==> config.mk <==
export PLATFORM = sky130hd
export DESIGN_NAME = eaglesong_coef_sequencer
export DESIGN_NICKNAME = d
export VERILOG_FILES = /design/src/rtl/eaglesong_pkg.sv /design/src/rtl/eaglesong_coef_triple_lookup.sv /design/src/rtl/eaglesong_coef_sequencer.sv
export SDC_FILE = /design/constraint.sdc
export NUM_CORES = 1
export LEC_CHECK = 0
export ABC_CLOCK_PERIOD_IN_PS = 2090
export CORE_MARGIN = 2
export CORE_UTILIZATION = 35
export DETAILED_ROUTE_END_ITERATION = 6
export SLEW_MARGIN = 20
export SYNTH_ARGS = -nofsm -noshare
export SYNTH_HDL_FRONTEND = slang
export SYNTH_SLANG_ARGS = --single-unit
==> constraint.sdc <==
create_clock -name clk -period 2.09 [get_ports clk]
set_input_delay 0.209 -clock clk [delete_from_list [all_inputs] [get_ports clk]]
set_output_delay 0.209 -clock clk [all_outputs]
set_load 0.02 [all_outputs]
==> src/rtl/eaglesong_pkg.sv <==
// Shared definitions for the Eaglesong coefficient sequencer: word geometry,
// the per-word (a,b) rotation-coefficient table and the sequencer state enum.
package eaglesong_pkg;

  localparam int NUM_WORDS      = 16;
  localparam int COEFS_PER_WORD = 3;
  localparam int TABLE_COEF_W   = 5;

  typedef enum logic {
    ST_IDLE   = 1'b0,
    ST_STREAM = 1'b1
  } seq_state_e;

  // Second and third coefficient of each word; the first is always zero.
  localparam logic [TABLE_COEF_W-1:0] COEF_A_TABLE [NUM_WORDS] = '{
    5'd2,  5'd13, 5'd4,  5'd3,  5'd27, 5'd3,  5'd17, 5'd3,
    5'd18, 5'd12, 5'd4,  5'd4,  5'd12, 5'd7,  5'd7,  5'd1
  };

  localparam logic [TABLE_COEF_W-1:0] COEF_B_TABLE [NUM_WORDS] = '{
    5'd4,  5'd22, 5'd19, 5'd14, 5'd31, 5'd8,  5'd26, 5'd12,
    5'd22, 5'd18, 5'd7,  5'd31, 5'd27, 5'd17, 5'd8,  5'd13
  };

endpackage

==> src/rtl/eaglesong_coef_triple_lookup.sv <==
// Combinational map from a 4-bit word index to its coefficient triple
// {b, a, 0}, coef0 in the least significant COEF_W bits.
module eaglesong_coef_triple_lookup
  import eaglesong_pkg::*;
#(
  parameter int COEF_W = 5
) (
  input  logic [3:0]                         word,
  output logic [COEFS_PER_WORD*COEF_W-1:0]   triple
);

  assign triple = {COEF_W'(COEF_B_TABLE[word]),
                   COEF_W'(COEF_A_TABLE[word]),
                   {COEF_W{1'b0}}};

endmodule

==> src/rtl/eaglesong_coef_sequencer.sv <==
// Streams the Eaglesong coefficient table, LANES words per beat, for a
// requested number of rounds with valid/ready flow control.
// Optional build macro: EAGLESONG_COEF_PARITY_EN adds per-lane even parity
// on out_parity.
//
// state     | meaning
// ----------+-----------------------------------------------------------
// ST_IDLE   | no stream; out_valid=0; waiting for start with rounds!=0
// ST_STREAM | beat held on out_* until accepted; abort returns to idle
module eaglesong_coef_sequencer
  import eaglesong_pkg::*;
#(
  parameter int LANES  = 4,
  parameter int COEF_W = 5
) (
  input  logic                                    clk,
  input  logic                                    rst_n,
  input  logic                                    start,
  input  logic [5:0]                              rounds,
  input  logic                                    abort,
  input  logic                                    out_ready,
  output logic                                    out_valid,
  output logic [LANES*COEFS_PER_WORD*COEF_W-1:0]  out_coef,
  output logic [3:0]                              out_word,
  output logic [5:0]                              out_round,
  output logic                                    out_round_last,
  output logic                                    out_last,
  output logic                                    busy
`ifdef EAGLESONG_COEF_PARITY_EN
  ,
  output logic [LANES-1:0]                        out_parity
`endif
);

  localparam int TRIPLE_W        = COEFS_PER_WORD * COEF_W;
  localparam int BEATS_PER_ROUND = NUM_WORDS / LANES;
  localparam logic [3:0] LANE_STEP = 4'(LANES);
  localparam logic [3:0] LAST_WORD = 4'(NUM_WORDS - LANES);

  generate
    if (!(LANES == 1 || LANES == 2 || LANES == 4 || LANES == 8 || LANES == 16)) begin : g_bad_lanes
      $error("eaglesong_coef_sequencer: LANES must be 1, 2, 4, 8 or 16");
    end
  endgenerate

  seq_state_e                    state;
  logic [5:0]                    rounds_q;
  logic [3:0]                    next_word;
  logic [5:0]                    next_round;
  logic [3:0]                    base_word;
  logic                          load_first;
  logic                          stop_strm;
  logic                          advance;
  logic [LANES*TRIPLE_W-1:0]     next_coef;

  // Next-beat addressing and the three events that move the output register.
  always_comb begin
    next_word  = out_word + LANE_STEP;
    next_round = out_round_last ? out_round + 6'd1 : out_round;
    base_word  = (state == ST_IDLE) ? 4'd0 : next_word;
    load_first = (state == ST_IDLE) && start && (rounds != 6'd0);
    stop_strm  = (state == ST_STREAM) && (abort || (out_ready && out_last));
    advance    = (state == ST_STREAM) && !abort && out_ready && !out_last;
  end

  // One lookup per lane, addressed for the beat about to be loaded.
  generate
    for (genvar l = 0; l < LANES; l++) begin : g_lane
      eaglesong_coef_triple_lookup #(
        .COEF_W (COEF_W)
      ) u_lookup (
        .word   (base_word + 4'(l)),
        .triple (next_coef[l*TRIPLE_W +: TRIPLE_W])
      );
    end
  endgenerate

  // Sequencer state and registered beat outputs.
  always_ff @(posedge clk or negedge rst_n) begin
    if (!rst_n) begin
      state          <= ST_IDLE;
      rounds_q       <= '0;
      out_valid      <= 1'b0;
      out_coef       <= '0;
      out_word       <= '0;
      out_round      <= '0;
      out_round_last <= 1'b0;
      out_last       <= 1'b0;
    end else if (load_first) begin
      state          <= ST_STREAM;
      rounds_q       <= rounds;
      out_valid      <= 1'b1;
      out_coef       <= next_coef;
      out_word       <= 4'd0;
      out_round      <= 6'd0;
      out_round_last <= (BEATS_PER_ROUND == 1);
      out_last       <= (BEATS_PER_ROUND == 1) && (rounds == 6'd1);
    end else if (stop_strm) begin
      state          <= ST_IDLE;
      out_valid      <= 1'b0;
      out_coef       <= '0;
      out_word       <= '0;
      out_round      <= '0;
      out_round_last <= 1'b0;
      out_last       <= 1'b0;
    end else if (advance) begin
      out_coef       <= next_coef;
      out_word       <= next_word;
      out_round      <= next_round;
      out_round_last <= (next_word == LAST_WORD);
      // rounds_q >= 1 whenever streaming, so rounds_q-1 never wraps.
      out_last       <= (next_word == LAST_WORD) && (next_round == rounds_q - 6'd1);
    end
  end

  assign busy = (state == ST_STREAM);

`ifdef EAGLESONG_COEF_PARITY_EN
  logic [LANES-1:0] next_parity;

  // Even parity of each lane triple, computed ahead of the load.
  always_comb begin
    next_parity = '0;
    for (int l = 0; l < LANES; l++) begin
      next_parity[l] = ^next_coef[l*TRIPLE_W +: TRIPLE_W];
    end
  end

  // Parity register tracks out_coef exactly.
  always_ff @(posedge clk or negedge rst_n) begin
    if (!rst_n) begin
      out_parity <= '0;
    end else if (load_first || advance) begin
      out_parity <= next_parity;
    end else if (stop_strm) begin
      out_parity <= '0;
    end
  end
`endif

endmodule

==> results of run 1 <==
==> stage by stage <==
| step | setup TNS, ns | util | hold WS (ns) | std cells |
|---|---|---|---|---|
| 6_report | 0 | 0.467 | 0.452 | 398 |
| 5_1_grt | 0 | 0.467 | 0.503 | 398 |
| 4_1_cts | 0 | 0.467 | 0.480 | 398 |
| 3_5_place_dp | -2.56 | 0.454 | 0.280 | 389 |
| 3_3_place_gp | -2.42 | 0.454 | 0.275 | 389 |
| 2_1_floorplan | 0 | - | -0.0866 | 252 |
==> state kept, by name, summed over array words and instances (netlist names) <==
| name | flops |
|---|---|
| out_round | 6 |
| out_coef | 38 |
| busy | 1 |
| out_last | 1 |
| out_round_last | 1 |
| out_word | 2 |
| rounds_q | 6 |
==> cells in the mapped netlist (all sizes together), types with 4 or more instances <==
library cell | n | area (um2)
dfrtp | 55 | 1380
xor2 | 7 | 61.3
o21ai | 6 | 30.0
inv | 6 | 22.5
a22o | 5 | 43.8
mux2 | 4 | 56.3
nand4 | 4 | 25.0
a21oi | 5 | 25.0
buf | 30 | 248
a21o | 26 | 195
xnor2 | 12 | 105
nand2 | 22 | 82.6
nor2 | 17 | 87.6
clkbuf | 5 | 18.8
==> layout make-up <==
| cell class | count | area, um2 |
|---|---|---|
| Clock inverter | 3 | 20.0 |
| Inverter | 6 | 22.5 |
| Multi-Input combinational cell | 156 | 1000 |
| Clock buffer | 5 | 68.8 |
| Fill cell | 706 | 3840 |
| Tap cell | 99 | 124 |
| Timing Repair Buffer | 74 | 756 |
| Sequential cell | 55 | 1380 |
==> routing by layer <==
metal	share of wire	up-vias	wire length [um]
li1	-	865	-
met1	0.46	849	2410
met2	0.48	54	2520
met3	0.054	5	284
met4	0.014	0	76
met5	0	-	0
==> final timing paths <==
| check | from | end | slack, ns | cells past startpoint |
|---|---|---|---|---|
| max in group asynchronous | rst_n | out_coef[44] | 1.07 | 3 |
| min | rst_n | rounds_q[1] | 0.45 | 2 |
| max reg2reg | out_round_last | out_last | 0.45 | 5 |
| max | rounds[1] | rounds_q[2] | 0.22 | 5 |
| min reg2reg | out_coef[59] | out_coef[59] | 0.49 | 1 |
| min in group clk | rounds[0] | rounds_q[0] | 0.48 | 3 |
==> timing repair <==
action,4_1_cts,5_1_grt
hold endpoints to repair,26,0
buffers inserted,0,0
hold buffers,1,0
==> logic make-up after synthesis <==
| kind of cell | after synthesis |
|---|---|
| flip-flops | 55 |
| adder cells (fa/ha/maj) | 3 |
| other | 1 |
| XOR/XNOR | 19 |
| multiplexers | 5 |
| AND/OR/NAND/NOR | 59 |
| buffers and inverters | 41 |
| AO/OA/AOI/OAI | 47 |
==> power by group through the flow <==
stage / registers (W) / clock network (W) / logic (W)
6_report: 0.00133 / 0.000577 / 0.00105
5_1_grt: 0.00136 / 0.000635 / 0.00114
4_1_cts: 0.00134 / 0.000596 / 0.00107
3_5_place_dp: 0.00136 / 0 / 0.00107
3_3_place_gp: 0.00136 / 0 / 0.00105
2_1_floorplan: 0.00151 / 0 / 0.000489
==> critical path, stage by stage <==
cell and delay [ns]:
clkdlybuf4s50_1 0.42, or4_1 0.55, o311a_4 0.43, buf_12 0.16, mux2_4 0.29
==> impl_metrics.json, run 1 <==
{
  "status": "finished, final reports clean",
  "finalHoldViolations": 0,
  "wl_um": 5280,
  "synth-compound-area-share": 0.136,
  "p_sw_frac": 0.334,
  "dp.final_hpwl_um": 3920,
  "synth_seq_area_share": 0.532,
  "place_area_mm2": 0.00327,
  "port_buffers": 61,
  "power.internal_w": 0.00197,
  "synthXorXnorAreaFrac": 0.0643,
  "dr_total_vias": 1773,
  "num_antenna_cells": 0,
  "hold_class": "in -> async",
  "crit_required_ns": 2.29,
  "drive_gt1_frac": 0.0936,
  "synthArstFlopShare": 1.00,
  "layout_common_cells": "clkdlybuf4s50_1 (60), dfrtp_1 (55), a21o_1 (26)",
  "power_frac_seq": 0.450,
  "gr-usage-all-layers": 0.140,
  "h-tree-depth": 2,
  "cts-root-buf": "clkbuf_8",
  "routedWlPerCell_um": 13.3,
  "fin_worst_skew_ns": 0.00834,
  "cts.sinks": 55,
  "p_leak_nw": 1.66,
  "final.min_clock_period_ns": 1.87,
  "drt-pass1-iter-count": 4,
  "grt_use_met3": 0.0302,
  "start_util": 0.358,
  "grt_busiest_layer": "met2",
  "period_share": 0.893,
  "final_nets": 312,
  "crit_type": "in -> reg",
  "dieArea_mm2": 0.00809,
  "irDropWorstVdd_uv": 409,
  "ys.flop_type": "dfrtp_1",
  "numCtsBuffers": 5,
  "synth-simple-area-share": 0.114,
  "drc": 0,
  "synth_edf_count": 0,
  "pwr-share-comb": 0.356,
  "path_clk_slew_ns": 0.10,
  "coreArea_mm2": 0.00721,
  "cts.repair.resized": 0,
  "synthToLayoutAreaGrowth_pct": 30.3,
  "synth_area_per_cell_um2": 11.2,
  "crit_fanout": 11,
  "first_iter_violations": 92,
  "gp_congestion": 0.826,
  "antenna_found_initial": 0,
  "grt_pass1_wl_um": 9070,
  "ys.warnings.count": 0,
  "switchingPower_w": 0.000990,
  "syn_area_mm2": 0.00259,
  "cp.arrival_ns": 2.06,
  "setup_viol": 0,
  "synthAdderAreaFrac": 0.0145,
  "fin_area_mm2": 0.00337,
  "fin_ws_ns": 0.224,
  "grt_start_max_net_pins": 30,
  "cts_tree": "done",
  "num_rows": 31,
  "grt-ovfl-total": 0,
  "drv_cap": 0,
  "max_freq_mhz": 536,
  "synth_top_family_by_area": "compound AO/OA/AOI/OAI gates",
  "total_power_w": 0.00296,
  "grtUsageMet1": 0.181,
  "pin_count": 85,
  "synth.distinct_cells": 34,
  "die_y_um": 90.0,
  "startpoint_type": "primary input",
  "slew_violations": 0,
  "final_common_cell": "clkdlybuf4s50_1",
  "via_per_inst": 4.45,
  "use_met2": 0.231,
  "synth-seq-cells": 55,
  "tightestPinTransition_ns": 0.640,
  "rsz0062_at_grt": "false",
  "power_density_mw_per_mm2": 879,
  "die_w_um": 90.0,
  "clk_path_buf_depth": 2,
  "pre_cts_ws_ns": -0.0945,
  "relSlewSlack": 0.573,
  "grt_pass1_vias": 1803,
  "end_kind": "flip-flop",
  "power.clock.fraction": 0.195,
  "synthCells": 230,
  "ant_nets": 0,
  "synthMuxAreaShare": 0.0256,
  "clock_latency_ns": 0.31
}
Power figures use the tool's default switching activity.
==> inputs of run 2 (changes only) <==
--- a/config.mk
+++ b/config.mk
@@ -9,6 +9,7 @@
 export CORE_MARGIN = 2
 export CORE_UTILIZATION = 35
 export DETAILED_ROUTE_END_ITERATION = 6
+export PLACE_DENSITY = 0.71
 export SLEW_MARGIN = 20
 export SYNTH_ARGS = -nofsm -noshare
 export SYNTH_HDL_FRONTEND = slang
==> impl_metrics.json, run 2 (same netlist as run 1, synthesis figures left out) <==
{
  "status": "finished, final reports clean",
  "hold_class": "in -> async",
  "crit_fanout": 11,
  "crit_buf_inv": 2,
  "fin_area_mm2": 0.00334,
  "path_delay_family": "buffers and inverters",
  "gr-usage-all-layers": 0.135,
  "place_inst": 385,
  "routedWlPerCell_um": 13.1,
  "grt_pass1_vias": 1715,
  "cp_slowest_cell": "or4_1",
  "crit_required_ns": 2.28,
  "drc": 0,
  "ant_nets": 0,
  "drv_cap": 0,
  "port_buffers": 61,
  "slew_violations": 0,
  "start_util": 0.358,
  "grt-ovfl-total": 0,
  "startpoint_type": "primary input",
  "fin_ws_ns": 0.233,
  "cp.arrival_ns": 2.05,
  "power_density_mw_per_mm2": 886,
  "coreArea_mm2": 0.00721,
  "place_area_mm2": 0.00324,
  "max_freq_mhz": 538,
  "fin_worst_skew_ns": 0.00992,
  "antenna_found_initial": 0,
  "wl_um": 5170,
  "max_stage_delay_ns": 0.55,
  "die_w_um": 90.0,
  "first_iter_violations": 73,
  "dieArea_mm2": 0.00809,
  "synthToLayoutAreaGrowth_pct": 29.2,
  "clk_path_buf_depth": 2,
  "layout_common_cells": "clkdlybuf4s50_1 (60), dfrtp_1 (55), a21o_1 (26)",
  "grtUsageMet1": 0.174,
  "setup_viol": 0,
  "irDropWorstVdd_uv": 400,
  "use_met2": 0.227,
  "grt_pass1_wl_um": 8720,
  "rsz0062_at_grt": "false",
  "largest_register": "out_coef",
  "num_antenna_cells": 0,
  "cts-root-buf": "clkbuf_8",
  "crit_path_cell_trace": "clkdlybuf4s50_1 > or4_1 > o311a_4 > buf_12 > mux2_4",
  "gp_congestion": 0.786,
  "crit_type": "in -> reg",
  "grt_start_max_net_pins": 30,
  "num_rows": 31,
  "drt-pass1-iter-count": 6,
  "cts.sinks": 55,
  "finalHoldViolations": 0,
  "pin_count": 85,
  "grt_use_met3": 0.0319,
  "tightestPinTransition_ns": 0.652,
  "relSlewSlack": 0.565,
  "path_clk_slew_ns": 0.10,
  "reg_top3": "out_coef x38, out_round x6, rounds_q x6",
  "pre_cts_ws_ns": -0.0998,
  "final_nets": 308,
  "via_per_inst": 4.53,
  "final.min_clock_period_ns": 1.86,
  "clock_latency_ns": 0.31,
  "final_common_cell": "clkdlybuf4s50_1",
  "end_kind": "flip-flop",
  "largest_reg_flops": 38,
  "stdcell_count": 394,
  "die_y_um": 90.0,
  "numCtsBuffers": 5,
  "dr_total_vias": 1784,
  "drive_gt1_frac": 0.0780,
  "h-tree-depth": 2,
  "grt_busiest_layer": "met2",
  "dp.final_hpwl_um": 3930,
  "cts_tree": "done",
  "p_leak_nw": 1.65,
  "period_share": 0.889
}
run 2: layout make-up:
type | count | area (um2)
fill | 662 | 3870
sequential | 55 | 1380
multi-input combinational | 156 | 1000
timing repair buffer | 70 | 726
tap | 99 | 124
clock buffer | 6 | 72.6
inverter | 6 | 22.5
clock inverter | 2 | 17.5
run 2: what timing repair did:
item                                   in CTS  in global routing
hold buffers                                1                  0
resized for setup                           0                  0
endpoints found under the hold margin      26                  0
buffers inserted                            0                  0
run 2: worst paths after layout:
check,depth (start not counted),from,slack (ns),to
max reg2reg,5,out_round_last,0.41,out_last
min,2,rst_n,0.47,out_coef[20]
max,5,rounds[1],0.23,rounds_q[3]
min reg2reg,1,out_coef[55],0.48,out_coef[55]
min in group clk,3,rounds[0],0.48,rounds_q[0]
max in group asynchronous,3,rst_n,1.05,out_coef[8]
run 2: layer usage:
layer / wire (um) / share of wire
met3: 232 / 0.045
met1: 2380 / 0.46
met2: 2500 / 0.48
met4: 59 / 0.011
met5: 0 / 0
run 2: power by group:
part           switching (W)  internal [W]
clock               0.000345      0.000241
combinational       0.000531      0.000503
sequential          0.000117       0.00122
run 2: through the flow:
step	utilization	power (W)	hold slack, ns	TNS, ns
2_1_floorplan	-	0.00200	-0.0866	0
3_3_place_gp	0.449	0.00239	0.280	-1.47
3_5_place_dp	0.449	0.00241	0.281	-2.81
4_1_cts	0.463	0.00300	0.468	0
5_1_grt	0.463	0.00313	0.497	0
6_report	0.463	0.00296	0.472	0
==> inputs of run 3 (changes only) <==
--- a/config.mk
+++ b/config.mk
@@ -7,9 +7,9 @@
 export LEC_CHECK = 0
 export ABC_CLOCK_PERIOD_IN_PS = 2090
 export CORE_MARGIN = 2
-export CORE_UTILIZATION = 35
+export CORE_UTILIZATION = 46
 export DETAILED_ROUTE_END_ITERATION = 6
-export PLACE_DENSITY = 0.71
+export PLACE_DENSITY = 0.87
 export SLEW_MARGIN = 20
 export SYNTH_ARGS = -nofsm -noshare
 export SYNTH_HDL_FRONTEND = slang
==> impl_metrics.json, run 3 (same netlist as run 1, synthesis figures left out) <==
{
  "status": "finished, final reports clean",
  "final_nets": 308,
  "via_per_inst": 4.91,
  "port_buffers": 61,
  "switchingPower_w": 0.000993,
  "grt_busiest_layer": "met2",
  "period_share": 0.905,
  "ant_nets": 0,
  "drive_gt1_frac": 0.0814,
  "synthToLayoutAreaGrowth_pct": 27.3,
  "gp_congestion": 0.826,
  "grt_start_max_net_pins": 56,
  "cts_tree": "done",
  "p_leak_nw": 1.65,
  "crit_type": "in -> reg",
  "dr_total_vias": 1802,
  "grt-ovfl-total": 0,
  "power_frac_seq": 0.454,
  "startpoint": "rounds[1]",
  "place_area_mm2": 0.00320,
  "cts.sinks": 55,
  "drc": 0,
  "grt_pass1_vias": 1672,
  "dp.final_hpwl_um": 3740,
  "final_common_cell": "clkdlybuf4s50_1",
  "crit_required_ns": 2.28,
  "hold_class": "in -> async",
  "setup_viol": 0,
  "layout_common_cells": "clkdlybuf4s50_1 (60), dfrtp_1 (55), a21o_1 (26)",
  "largest_reg_flops": 38,
  "fin_worst_skew_ns": 0.00264,
  "end_kind": "flip-flop",
  "grt_pass1_wl_um": 8090,
  "startpoint_type": "primary input",
  "die_w_um": 79.0,
  "path_clk_slew_ns": 0.09,
  "h-tree-depth": 2,
  "fin_area_mm2": 0.00329,
  "largest_register": "out_coef",
  "die_y_um": 79.0,
  "use_met2": 0.287,
  "reg_top3": "out_coef x38, out_round x6, rounds_q x6",
  "pin_count": 85,
  "wl_um": 5080,
  "drt-pass1-iter-count": 4,
  "pwr-share-comb": 0.350,
  "routedWlPerCell_um": 13.8,
  "dieArea_mm2": 0.00624,
  "grt_use_met3": 0.0250,
  "rr_startpoint": "busy",
  "rsz0062_at_grt": "false",
  "slew_violations": 0,
  "cp.arrival_ns": 2.09,
  "max_freq_mhz": 529,
  "power.internal_w": 0.00197,
  "clock_latency_ns": 0.30,
  "coreArea_mm2": 0.00547,
  "tightestPinTransition_ns": 0.684,
  "gr-usage-all-layers": 0.167,
  "post_cts_buffers": 0,
  "finalHoldViolations": 0,
  "final.min_clock_period_ns": 1.89,
  "num_rows": 27,
  "cts_hold_repair.buffers": 0,
  "relSlewSlack": 0.544,
  "numCtsBuffers": 5,
  "total_power_w": 0.00296,
  "antenna_found_initial": 0,
  "power_density_mw_per_mm2": 900,
  "cts.repair.resized": 0,
  "crit_fanout": 11,
  "first_iter_violations": 95,
  "num_antenna_cells": 0,
  "finalSetupTns_ns": 0,
  "start_util": 0.473,
  "p_sw_frac": 0.335,
  "cts-root-buf": "clkbuf_8",
  "clk_path_buf_depth": 2,
  "irDropWorstVdd_uv": 551,
  "drv_cap": 0,
  "grtUsageMet1": 0.213,
  "power.clock.fraction": 0.196
}
run 3: worst paths after layout:
check	cells past startpoint	endpoint	slack [ns]
worst max-delay path	5	rounds_q[3]	0.20
worst min-delay path	2	out_coef[28]	0.02
worst max register to register	5	out_coef[44]	0.38
worst min register to register	1	out_coef[42]	0.48
max in group asynchronous	2	rounds_q[5]	1.62
min in group clk	1	out_coef[42]	0.48
run 3: power groups by stage:
stage	sequential [W]	combinational, W	clock (W)
after global placement	0.00136	0.00101	0
final	0.00134	0.00104	0.000580
after detailed placement	0.00136	0.00104	0
after CTS	0.00135	0.00105	0.000598
after global routing	0.00137	0.00112	0.000637
after floorplan	0.00151	0.000489	0
run 3: metrics by stage:
stage | instances | setup WS, ns | hold slack, ns | util
floorplan | 252 | 0.175 | -0.0866 | -
global placement | 359 | -0.0655 | 0.371 | 0.585
detailed placement | 359 | -0.120 | 0.379 | 0.585
CTS | 367 | 0.215 | 0.0483 | 0.602
global route | 367 | 0.200 | 0.0679 | 0.602
finish | 367 | 0.199 | 0.0242 | 0.602
run 3: worst max-delay path: stages:
cell	delay, ns
clkdlybuf4s50_1	0.43
or4_1	0.56
o311a_4	0.43
buf_12	0.16
mux2_4	0.29
run 3: layout make-up:
type	instances	area, um2
Clock inverter	2	17.5
Sequential cell	55	1380
Clock buffer	6	72.6
Timing Repair Buffer	70	711
Fill cell	451	2180
Multi-Input combinational cell	156	1000
Inverter	6	22.5
Tap cell	72	90.1
run 3: metal layers:
metal  vias up  part of all wire
li1        854                 -
met1       876              0.44
met2        68              0.51
met3         4             0.047
met4         0             0.011
met5         -                 0
